### config.mk
export PLATFORM = sky130hd
export DESIGN_NAME = bus_arbiter_2m
export DESIGN_NICKNAME = d
export VERILOG_FILES = /design/src/rtl/bus_arbiter_2m.sv
export SDC_FILE = /design/constraint.sdc
export NUM_CORES = 1
export LEC_CHECK = 0
export CAP_MARGIN = 0
export CELL_PAD_IN_SITES_DETAIL_PLACEMENT = 0
export CELL_PAD_IN_SITES_GLOBAL_PLACEMENT = 2
export CORE_ASPECT_RATIO = 1.5
export CORE_MARGIN = 4
export CORE_UTILIZATION = 18
export CTS_CLUSTER_DIAMETER = 30
export DETAILED_ROUTE_END_ITERATION = 10
export GPL_TIMING_DRIVEN = 0
export PLACE_DENSITY = 0.79
export SLEW_MARGIN = 10
export SYNTH_ARGS = -nofsm -noshare
export SYNTH_HDL_FRONTEND = slang
export SYNTH_SLANG_ARGS = --single-unit
### constraint.sdc
create_clock -name clk_i -period 2.8 [get_ports clk_i]
set_clock_uncertainty 0.1 [all_clocks]
set_input_delay 0.56 -clock clk_i [delete_from_list [all_inputs] [get_ports clk_i]]
set_output_delay 0.56 -clock clk_i [all_outputs]
set_load 0.03 [all_outputs]
### src/rtl/bus_arbiter_2m.sv
// Two-master, one-slave arbiter for the req/ack/resp system bus.
// One transaction in flight at a time; a watchdog aborts transactions stuck on a dead slave.
module bus_arbiter_2m #(
  parameter bit          FIXED_PRIO = 1'b0,
  parameter int          TIMEOUT    = 1023,
  parameter logic [31:0] ERR_RDATA  = 32'hDEADBEEF
) (
  input  logic        clk_i,
  input  logic        rst_i,
  input  logic        m0_req_i,
  input  logic        m0_we_i,
  input  logic [31:0] m0_addr_i,
  input  logic [3:0]  m0_be_i,
  input  logic [31:0] m0_wdata_i,
  output logic        m0_ack_o,
  output logic        m0_resp_o,
  output logic [31:0] m0_rdata_o,
  input  logic        m1_req_i,
  input  logic        m1_we_i,
  input  logic [31:0] m1_addr_i,
  input  logic [3:0]  m1_be_i,
  input  logic [31:0] m1_wdata_i,
  output logic        m1_ack_o,
  output logic        m1_resp_o,
  output logic [31:0] m1_rdata_o,
  output logic        s_req_o,
  output logic        s_we_o,
  output logic [31:0] s_addr_o,
  output logic [3:0]  s_be_o,
  output logic [31:0] s_wdata_o,
  input  logic        s_ack_i,
  input  logic        s_resp_i,
  input  logic [31:0] s_rdata_i,
  output logic        gnt_o,
  output logic        busy_o,
  output logic        timeout_o
);

  localparam int CW = $clog2(TIMEOUT);

  typedef enum logic [1:0] {
    IDLE = 2'd0,
    REQ  = 2'd1,
    RESP = 2'd2
  } state_t;

  state_t      state;
  logic        gnt;
  logic        we_r;
  logic [31:0] addr_r;
  logic [3:0]  be_r;
  logic [31:0] wdata_r;
  logic [CW-1:0] wd;
  logic        tmo_r;

  logic        win;
  logic        expire;
  logic        ack_ev;
  logic        resp_ev;
  logic [31:0] rsp_data;

  // On a tie the round-robin mode favours whichever master did not get the last grant.
  function automatic logic pick_winner(input logic r0, input logic r1, input logic last);
    if (r0 && r1) return FIXED_PRIO ? 1'b0 : ~last;
    return ~r0;
  endfunction

  always_comb begin
    win      = pick_winner(m0_req_i, m1_req_i, gnt);
    expire   = (wd == CW'(TIMEOUT - 1));
    ack_ev   = (state == REQ) && (s_ack_i || expire);
    // A read aborted while still waiting for ack owes its master a response too.
    resp_ev  = ((state == REQ) && expire && !s_ack_i && !we_r) ||
               ((state == RESP) && (s_resp_i || expire));
    rsp_data = ((state == RESP) && s_resp_i) ? s_rdata_i : ERR_RDATA;
  end

  always_ff @(posedge clk_i) begin
    if (rst_i) begin
      state   <= IDLE;
      gnt     <= 1'b0;
      we_r    <= 1'b0;
      addr_r  <= '0;
      be_r    <= '0;
      wdata_r <= '0;
      wd      <= '0;
      tmo_r   <= 1'b0;
    end else begin
      tmo_r <= 1'b0;
      case (state)
        IDLE: begin
          if (m0_req_i || m1_req_i) begin
            gnt     <= win;
            we_r    <= win ? m1_we_i    : m0_we_i;
            addr_r  <= win ? m1_addr_i  : m0_addr_i;
            be_r    <= win ? m1_be_i    : m0_be_i;
            wdata_r <= win ? m1_wdata_i : m0_wdata_i;
            wd      <= '0;
            state   <= REQ;
          end
        end
        REQ: begin
          if (s_ack_i) begin
            wd    <= '0;
            state <= we_r ? IDLE : RESP;
          end else if (expire) begin
            tmo_r <= 1'b1;
            state <= IDLE;
          end else begin
            wd <= wd + CW'(1);
          end
        end
        RESP: begin
          if (s_resp_i) begin
            state <= IDLE;
          end else if (expire) begin
            tmo_r <= 1'b1;
            state <= IDLE;
          end else begin
            wd <= wd + CW'(1);
          end
        end
        default: state <= IDLE;
      endcase
    end
  end

  assign s_req_o    = (state == REQ);
  assign s_we_o     = we_r;
  assign s_addr_o   = addr_r;
  assign s_be_o     = be_r;
  assign s_wdata_o  = wdata_r;
  assign gnt_o      = gnt;
  assign busy_o     = (state != IDLE);
  assign timeout_o  = tmo_r;

  assign m0_ack_o   = ack_ev && !gnt;
  assign m1_ack_o   = ack_ev && gnt;
  assign m0_resp_o  = resp_ev && !gnt;
  assign m1_resp_o  = resp_ev && gnt;
  assign m0_rdata_o = (resp_ev && !gnt) ? rsp_data : 32'h0;
  assign m1_rdata_o = (resp_ev && gnt) ? rsp_data : 32'h0;

endmodule
### Word-level counts from Yosys, hierarchy flattened

Cells that the tools add are included.

| storage, ports and cells | value |
|---|---|
| register bits after elaboration | 83 |

| operators by class | value |
|---|---|
| bitwise operators | 2 |
| reductions and logical operators | 23 |
| multiplexer cells | 25 |
| equal/unequal tests | 5 |
| add/subtract/negate cells | 1 |

Operator list:

| cell | number |
|---|---|
| $mux W32 | 5 |
| $mux W10 | 4 |
| $pmux W10 S3 | 1 |
| $logic_and A1 B1 Y1 | 11 |
| $add A10 B1 Y10 const B | 1 |
| $eq A10 B10 Y1 const B | 1 |
| $mux W2 | 5 |
| $mux W1 | 7 |
| $pmux W2 S3 | 1 |
| $logic_or A1 B1 Y1 | 4 |
| $mux W4 | 1 |
| $ne A2 B2 Y1 const B | 2 |
| $logic_not A1 Y1 | 3 |
| $reduce_and A3 Y1 | 1 |
| $reduce_bool A3 Y1 | 1 |
| $eq A2 B1 Y1 const B | 1 |
| $eq A2 B2 Y1 const B | 1 |
| $logic_not A2 Y1 | 1 |
| $not A1 Y1 | 2 |
| $pmux W1 S2 | 1 |
| $reduce_and A2 Y1 | 1 |
| $reduce_bool A2 Y1 | 1 |

### Longest topological paths before layout

Gate-level depths: netlist of run 1.

| logic depth | value |
|---|---|
| word-level depth | 7 |
| mapped depth | 8 |
| mapped depth without buffers | 6 |

### Worst setup path after synthesis of run 1

OpenSTA, ideal clock, no wires.

| timing path | value |
|---|---|
| path kind | reg-to-output |
| start point | reg state[1] |
| end point | out m1_rdata_o[18] |
| required time | 2140 ps |
| stages on the path, launching flop included | 7 |
| data arrival time | 2121 ps |
| path slack | 19 ps |
| buffers on the path | 1 |
| path through | dfxtp_1 -> inv_1 -> ha_1 -> nor3b_1 -> o221a_2 -> buf_6 -> nor2b_1 |

| on the way | value |
|---|---|
| cells in the longest elaborated chain, start to end | 7 |
| elaborated cells on any way between the ends | 11 |
| classes of those cells | eq/ne: 2; mux: 2; reduce/logical: 7 |

Ends and longest elaborated chain:

| element | line | text |
|---|---|---|
| from (decl) | 47 | `state_t state;` |
| from (signal assigned) | 105 | `state <= we_r ? IDLE : RESP;` |
| $eq A2 B1 Y1 | n/a |  |
| named net s_req_o | 26 | `output logic s_req_o,` |
| $logic_and A1 B1 Y1 (3 in a row) | 73 | `resp_ev = ((state == REQ) && expire && !s_ack_i && !we_r) \|\|` |
| $logic_or A1 B1 Y1 | 73 |  |
| $logic_and A1 B1 Y1 | 142 | `assign m1_rdata_o = (resp_ev && gnt) ? rsp_data : 32'h0;` |
| named net m1_resp_o | 24 | `output logic m1_resp_o,` |
| $mux W32 | 142 |  |
| to (decl) | 25 | `output logic [31:0] m1_rdata_o,` |

The timed path passes the listed nets, and every way through them passes these cells.

### Worst setup path after layout of run 1

| timing path | value |
|---|---|
| start point | reg state[0] |
| end point | out m0_rdata_o[7] |

| on the way | value |
|---|---|
| cells in the longest elaborated chain, start to end | 7 |
| elaborated cells on any way between the ends | 11 |
| classes of those cells | eq/ne: 2; mux: 2; reduce/logical: 7 |

Ends and longest elaborated chain:

| element | line | text |
|---|---|---|
| $eq A2 B1 Y1 | 73 |  |
| $logic_and A1 B1 Y1 (3 in a row) | 73 |  |
| $logic_or A1 B1 Y1 | 73 |  |
| $logic_and A1 B1 Y1 | 141 | `assign m0_rdata_o = (resp_ev && !gnt) ? rsp_data : 32'h0;` |
| $mux W32 * | 141 |  |
| to (decl) | 17 | `output logic [31:0] m0_rdata_o,` |

Mark *: on every way between the ends. The rest lies on a longest branch, timed or not.

==> run metrics, run 1 <==
synthesized netlist net count=a little under 700; WL per Instance=approximately 17 um; Num CTS Buffers=9; Post-Syn Area=between 4000 and 5000 um^2; CTS max path bufs=2; Max-slew headroom=between 50% and 60%; asr flop ratio synth=0%; DR vias/cell=4.23; Total Wirelength=about 20,000 um; Avg Inst Size Synth=approximately 8.8 um^2; Synth area leaders=dfxtp_1 37%, mux2i_1 15%, a211oi_1 11%; Hold Slack=between 300 and 400 ps; overflow left after global routing=0; IO Port Bufs=approximately 320; origin of the worst min-delay path=wd[4]; first-pass GRT wire length=~29,000 um; Crit. End Element=primary output; DR DRC count=0; crit path time final=~2700 ps; Max Cap Violations=0; root buf cell=clkbuf_16; Ports=between 300 and 400; PnR worst setup slack=between 60 and 70 ps; CORE AREA=24,600 um^2; most common cell after layout, fill and taps aside=clkdlybuf4s50_1; post-route ant nets=0; Yosys top cell area share=36.6%; gpl congestion=0.745; RSZ-0062 raised after global routing=yes; status=completed; cell taking the most area after synthesis=dfxtp_1; CTS sink cnt=83; 1st-pass router iterations=4; post-synthesis cell type count=46; Syn Inst Count=~510; vias in the first global route=5,041; initial antenna violation count=0; Die H=between 200 and 250 um; Crit Path Max Fanout=10; Worst Path Arrival=just over 2000 ps; max-slew violations=0; Most used DFF post-synth=dfxtp_1; Iter 0 DRT Violations=roughly 100; hold crit path type=register to register; RR Startpoint=state[1]; Finish-stage setup viols=0; DP Wirelength=between 15,000 and 20,000 um; post-route setup TNS=0 ps; Final Cycle Share=97.6%; die area=between 20,000 and 30,000 um^2; fmax=between 300 and 400 MHz; worst endpoint required time=around 2100 ps; EDFF count, synth=0; dpl cells=about 1,200; Die Width=approximately 140 um; PD cells=450 nW/um^2; sequential fraction of the synthesis area=36.6%; synth warn=0; Initial Util=about 18%; Vias=between 4,000 and 5,000; area grow syn2layout=87.0%; worst slew pin tran=about 700 ps; CP startpoint=state[0]; Critical Path Start Type=register; Leak Pwr=approximately 0.0038 uW; Reg clk slew, reported paths=~60 ps; largest net degree at the start of global routing=16; All-Layer GR Usage=13.5%; number of fill cells in the layout=about 2,600; CTS tree=built; Antenna Diode Count=0; most frequent cells in the layout=246 x clkdlybuf4s50_1, 103 x nor2_1, 75 x dfxtp_1; final hold violations=0; share of post-route cells with drive strength above 1=17.9%; pre-CTS setup slack=-764 ps; IR drop worst, VDD=roughly 0.27 mV; Post-Layout Cell Count=around 1,200; H-tree levels=3; clk_lat worst skew=about 330 ps; register area=roughly 1700 um^2; area of the multi-input gates=roughly 2700 um^2; Row Count=70; type of the worst setup path=register to primary output; FF+latch count, synth=83; # hold bufs at CTS=0; fin nets=between 1,000 and 1,500
cell usage after synthesis, types with 2 or more instances:
| library cell | instances |
|---|---|
| a21oi_1 | 14 |
| nand4_1 | 2 |
| nand2_1 | 4 |
| or4_1 | 7 |
| nor3_1 | 3 |
| nor2_2 | 18 |
| buf_4 | 8 |
| nor2b_1 | 16 |
| buf_2 | 13 |
| ha_1 | 6 |
| o21ai_0 | 3 |
| a31oi_1 | 2 |
| clkbuf_1 | 14 |
| nor2_1 | 104 |
| nand3_1 | 3 |
| a211oi_1 | 69 |
| inv_1 | 9 |
| mux2i_1 | 69 |
| and2_1 | 2 |
| and3_1 | 18 |
| and2b_1 | 10 |
| nor3b_1 | 2 |
| dfxtp_1 | 83 |
| or3_1 | 2 |
| o31ai_1 | 6 |
| buf_6 | 6 |
routing by layer:
| layer | GRT usage, % | vias to the layer above | part of all wire, % |
|---|---|---|---|
| li1 | - | 2503 | - |
| met1 | 13.1 | 2238 | 35 |
| met2 | 26.8 | 217 | 55 |
| met3 | 3.88 | 16 | 8.6 |
| met4 | 3.67 | 0 | 1.5 |
| met5 | 0 | - | 0 |
report_power, final:
part | leakage [uW] | total (uW) | switching [uW] | internal [uW]
sequential | 0.000691 | 1380 | 72.1 | 1310
combinational | 0.00298 | 1280 | 667 | 613
clock | 0.000137 | 1160 | 523 | 634
critical path: stages (launching register included):
cell	delay [ps]
dfxtp_2	380
inv_2	80
ha_4	190
and2_1	130
buf_4	170
o221ai_4	260
buf_12	170
clkbuf_16	160
nor2_4	30
buf_4	160
through the flow:
stage,util (%),cell area [um^2],power (uW)
2_1_floorplan,-,4530,2030
3_3_place_gp,32.9,8100,2690
3_5_place_dp,32.9,8100,2700
4_1_cts,34.3,8450,3890
5_1_grt,34.5,8480,4010
6_report,34.5,8480,3810
layout make-up:
class | count | share of cell area [%]
timing repair buffer | 324 | 36.8
sequential | 83 | 19.7
clock inverter | 6 | 0.575
buffer | 43 | 3.59
clock buffer | 10 | 2.82
multi-input combinational | 377 | 31.3
tap | 324 | 4.78
inverter | 10 | 0.443
repair_timing:
item                       4_1_cts  5_1_grt
cloned                           1        1
pin swaps                        4        5
setup buffers                    6        0
resized for setup              318       27
setup endpoints to repair       68       59
worst paths after layout:
path                                       to  slack [ps]  depth (start not counted)
worst max-delay path            m0_rdata_o[7]          70                          9
worst min-delay path                    wd[4]         400                          2
worst min register to register          wd[4]         400                          2
worst max register to register   s_wdata_o[1]         650                          7
state kept, by name (all words and copies together), names as in the netlist:
name / count
s_wdata_o: 32
state: 2
wd: 10
timeout_o: 1
gnt_o: 1
s_addr_o: 32
s_be_o: 4
s_we_o: 1
logic make-up after synthesis:
group / share of synthesized area (%)
adder cells (fa/ha/maj): 1.66
AO/OA/AOI/OAI: 16.5
flip-flops: 36.6
AND/OR/NAND/NOR: 23.2
buffers and inverters: 6.76
multiplexers: 15.2
Note: power is estimated with default switching activity, not from simulation.
==> inputs of run 2 (changes only) <==
CORE_ASPECT_RATIO = 0.6   (was 1.5)
==> run metrics, run 2 (synthesis gave the netlist of run 1 again) <==
slowest CP cell=dfxtp_4; area grow syn2layout=94.1%; worst endpoint required time=2140 ps (about the same); share of post-route cells with drive strength above 1=21.0% (+3.1 points); Switching Fraction=33.1% (+0.045 points); Area after DPL=8100 um^2 (about the same); routing usage on met1=17.6% (+4.5 points); Top Usage Layer GRT=met2; Buf+Inv Stages, Crit Path=6 (+1); Row Count=44 (-37%); Initial Util=18.5% (+0.085 points); Num CTS Buffers=9 (unchanged); number of fill cells in the layout=2,531 (-1.0%); share of total power in the clock network=30.7% (+0.4 points); Iter 0 DRT Violations=138 (+39%); CORE AREA=24,500 um^2 (-0.46%); status=completed; initial antenna violation count=5 (+5); H-tree levels=3 (unchanged); fin nets=1,048 (+1.7%); first-pass GRT wire length=29,600 um (+3.3%); GRT met3 Usage=6.90% (+3.0 points); Die Width=213 um (+55%); clk_lat worst skew=350 ps (+20 ps); CTS sink cnt=83 (unchanged); Final Cycle Share=99.3% (+1.7 points); CTS max path bufs=2 (unchanged); final hold violations=0 (unchanged); vias in the first global route=4,954 (-1.7%); Crit Path Max Fanout=6 (-4); All-Layer GR Usage=14.0% (+0.48 points); Critical Path Start Type=register; die area=27,900 um^2 (+0.11%); DR vias/cell=4.20 (-0.57%); DR DRC count=0 (unchanged); crit path time final=2780 ps (+48.1 ps); post-route setup TNS=0 ps (unchanged); Ports=317 (unchanged); hold crit path type=register to register; Crit path max-delay family=buffers and inverters; root buf cell=clkbuf_16; met2 GRT Util=21.9% (-4.9 points); CTS tree=built; # hold bufs at CTS=0 (unchanged); Max-slew headroom=56.7% (+3.1 points); Finish-stage setup viols=0 (unchanged); design internal power=2570 uW (+0.82%); Worst Path Arrival=2120 ps (+50 ps); IR drop worst, VDD=0.263 mV (-0.85%); Vias=5,013 (+0.78%); largest net degree at the start of global routing=15 (-1); Gate power share=33.6% (about the same); reg2reg setup slack=440 ps (-210 ps); Crit. End Element=primary output; 1st-pass router iterations=4 (unchanged); type of the worst setup path=register to primary output; power share of the sequential group=35.7% (-0.4 points); Die H=131 um (-35%); worst slew pin tran=650 ps (-45.8 ps); Reg clk slew, reported paths=60 ps (about the same); DP Wirelength=16,500 um (+1.9%); RSZ-0062 raised after global routing=yes; Leak Pwr=0.00396 uW (+3.8%); delay of the slowest cell on the worst path=390 ps (about the same); design area=8800 um^2 (+3.8%); IO Port Bufs=316 (unchanged); PD cells=437 nW/um^2 (-2.8%); Design Power=3850 uW (+0.89%); overflow left after global routing=0 (unchanged); crit-path most repeated cell=buf_6; most common cell after layout, fill and taps aside=clkdlybuf4s50_1; Total Wirelength=20,900 um (+3.5%); Antenna Diode Count=0 (unchanged); fmax=360 MHz (-1.7%); Psw=1280 uW (+1.0%); max-slew violations=0 (unchanged); post-route ant nets=0 (unchanged); WL per Instance=17.5 um (+2.1%); pre-CTS setup slack=-718 ps (+45.2 ps); PnR worst setup slack=20.3 ps (-48.1 ps); most frequent cells in the layout=247 x clkdlybuf4s50_1, 98 x nor2_1, 73 x dfxtp_1; CP cell instances=inv_4 -> ha_4 -> and2_4 -> buf_6 -> o221a_4 -> buf_6 -> buf_6 -> buf_6 -> nor2b_4 -> buf_6; Max Cap Violations=0 (unchanged); gpl congestion=0.755 (+1.3%)
[run 2: cell types whose count changed in the layout (fill, tap and decap cells not counted), moves of 4 or more]
cell           change
nor2_2             -4
dlygate4sd2_1      -6
buf_6             +17
dfxtp_2            -5
nor2_1             -5
nor2_4             +9
buf_2              +6
buf_12             +4
dfxtp_4            +7
clkbuf_2           -6
[run 2: worst paths after layout]
| path | start | endpoint | cells after the start |
|---|---|---|---|
| max | state[0] | m1_rdata_o[21] | 10 |
| min | s_addr_o[19] | s_addr_o[19] | 2 |
| max reg2reg | state[0] | s_wdata_o[3] | 7 |
| min reg2reg | s_addr_o[19] | s_addr_o[19] | 2 |
[run 2: through the flow]
step | utilization [%] | cells | hold WS, ps
finish | 35.9 | 1193 | 397
global route | 35.9 | 1193 | 413
CTS | 35.1 | 1185 | 400
detailed placement | 33.1 | 1151 | 391
global placement | 33.1 | 1151 | 381
floorplan | - | 513 | 361
[run 2: worst min-delay path: stages (launching register included)]
cell and delay, ps:
dfxtp_1 310, nor2_1 90, a211oi_1 50
[run 2: per-layer routing]
layer | wire [um] | up-vias
met1 | 9050 | 2254
li1 | - | 2530
met4 | 259 | 10
met5 | 59 | -
met3 | 2250 | 25
met2 | 9280 | 194
[run 2: repair_timing]
action | 4_1_cts | 5_1_grt
resized for setup | 318 | 117
cloned | 3 | 0
pin swaps | 5 | 8
buffers inserted | 15 | 9
endpoints found under the setup margin | 68 | 65
[run 2: final cells by class]
type,count,area [um^2],area share [%]
Sequential cell,83,1690,19.2
Inverter,10,40.0,0.455
Tap cell,322,403,4.58
Timing Repair Buffer,342,3330,37.8
Buffer,43,308,3.50
Clock inverter,4,33.8,0.384
Multi-Input combinational cell,377,2740,31.2
Clock buffer,12,256,2.91
[run 2: power groups by stage]
stage	clock network [uW]	logic, uW	registers, uW
finish	1180	1290	1370
global placement	0	1300	1400
floorplan	0	398	1630
global route	1280	1380	1390
detailed placement	0	1300	1400
CTS	1230	1310	1380
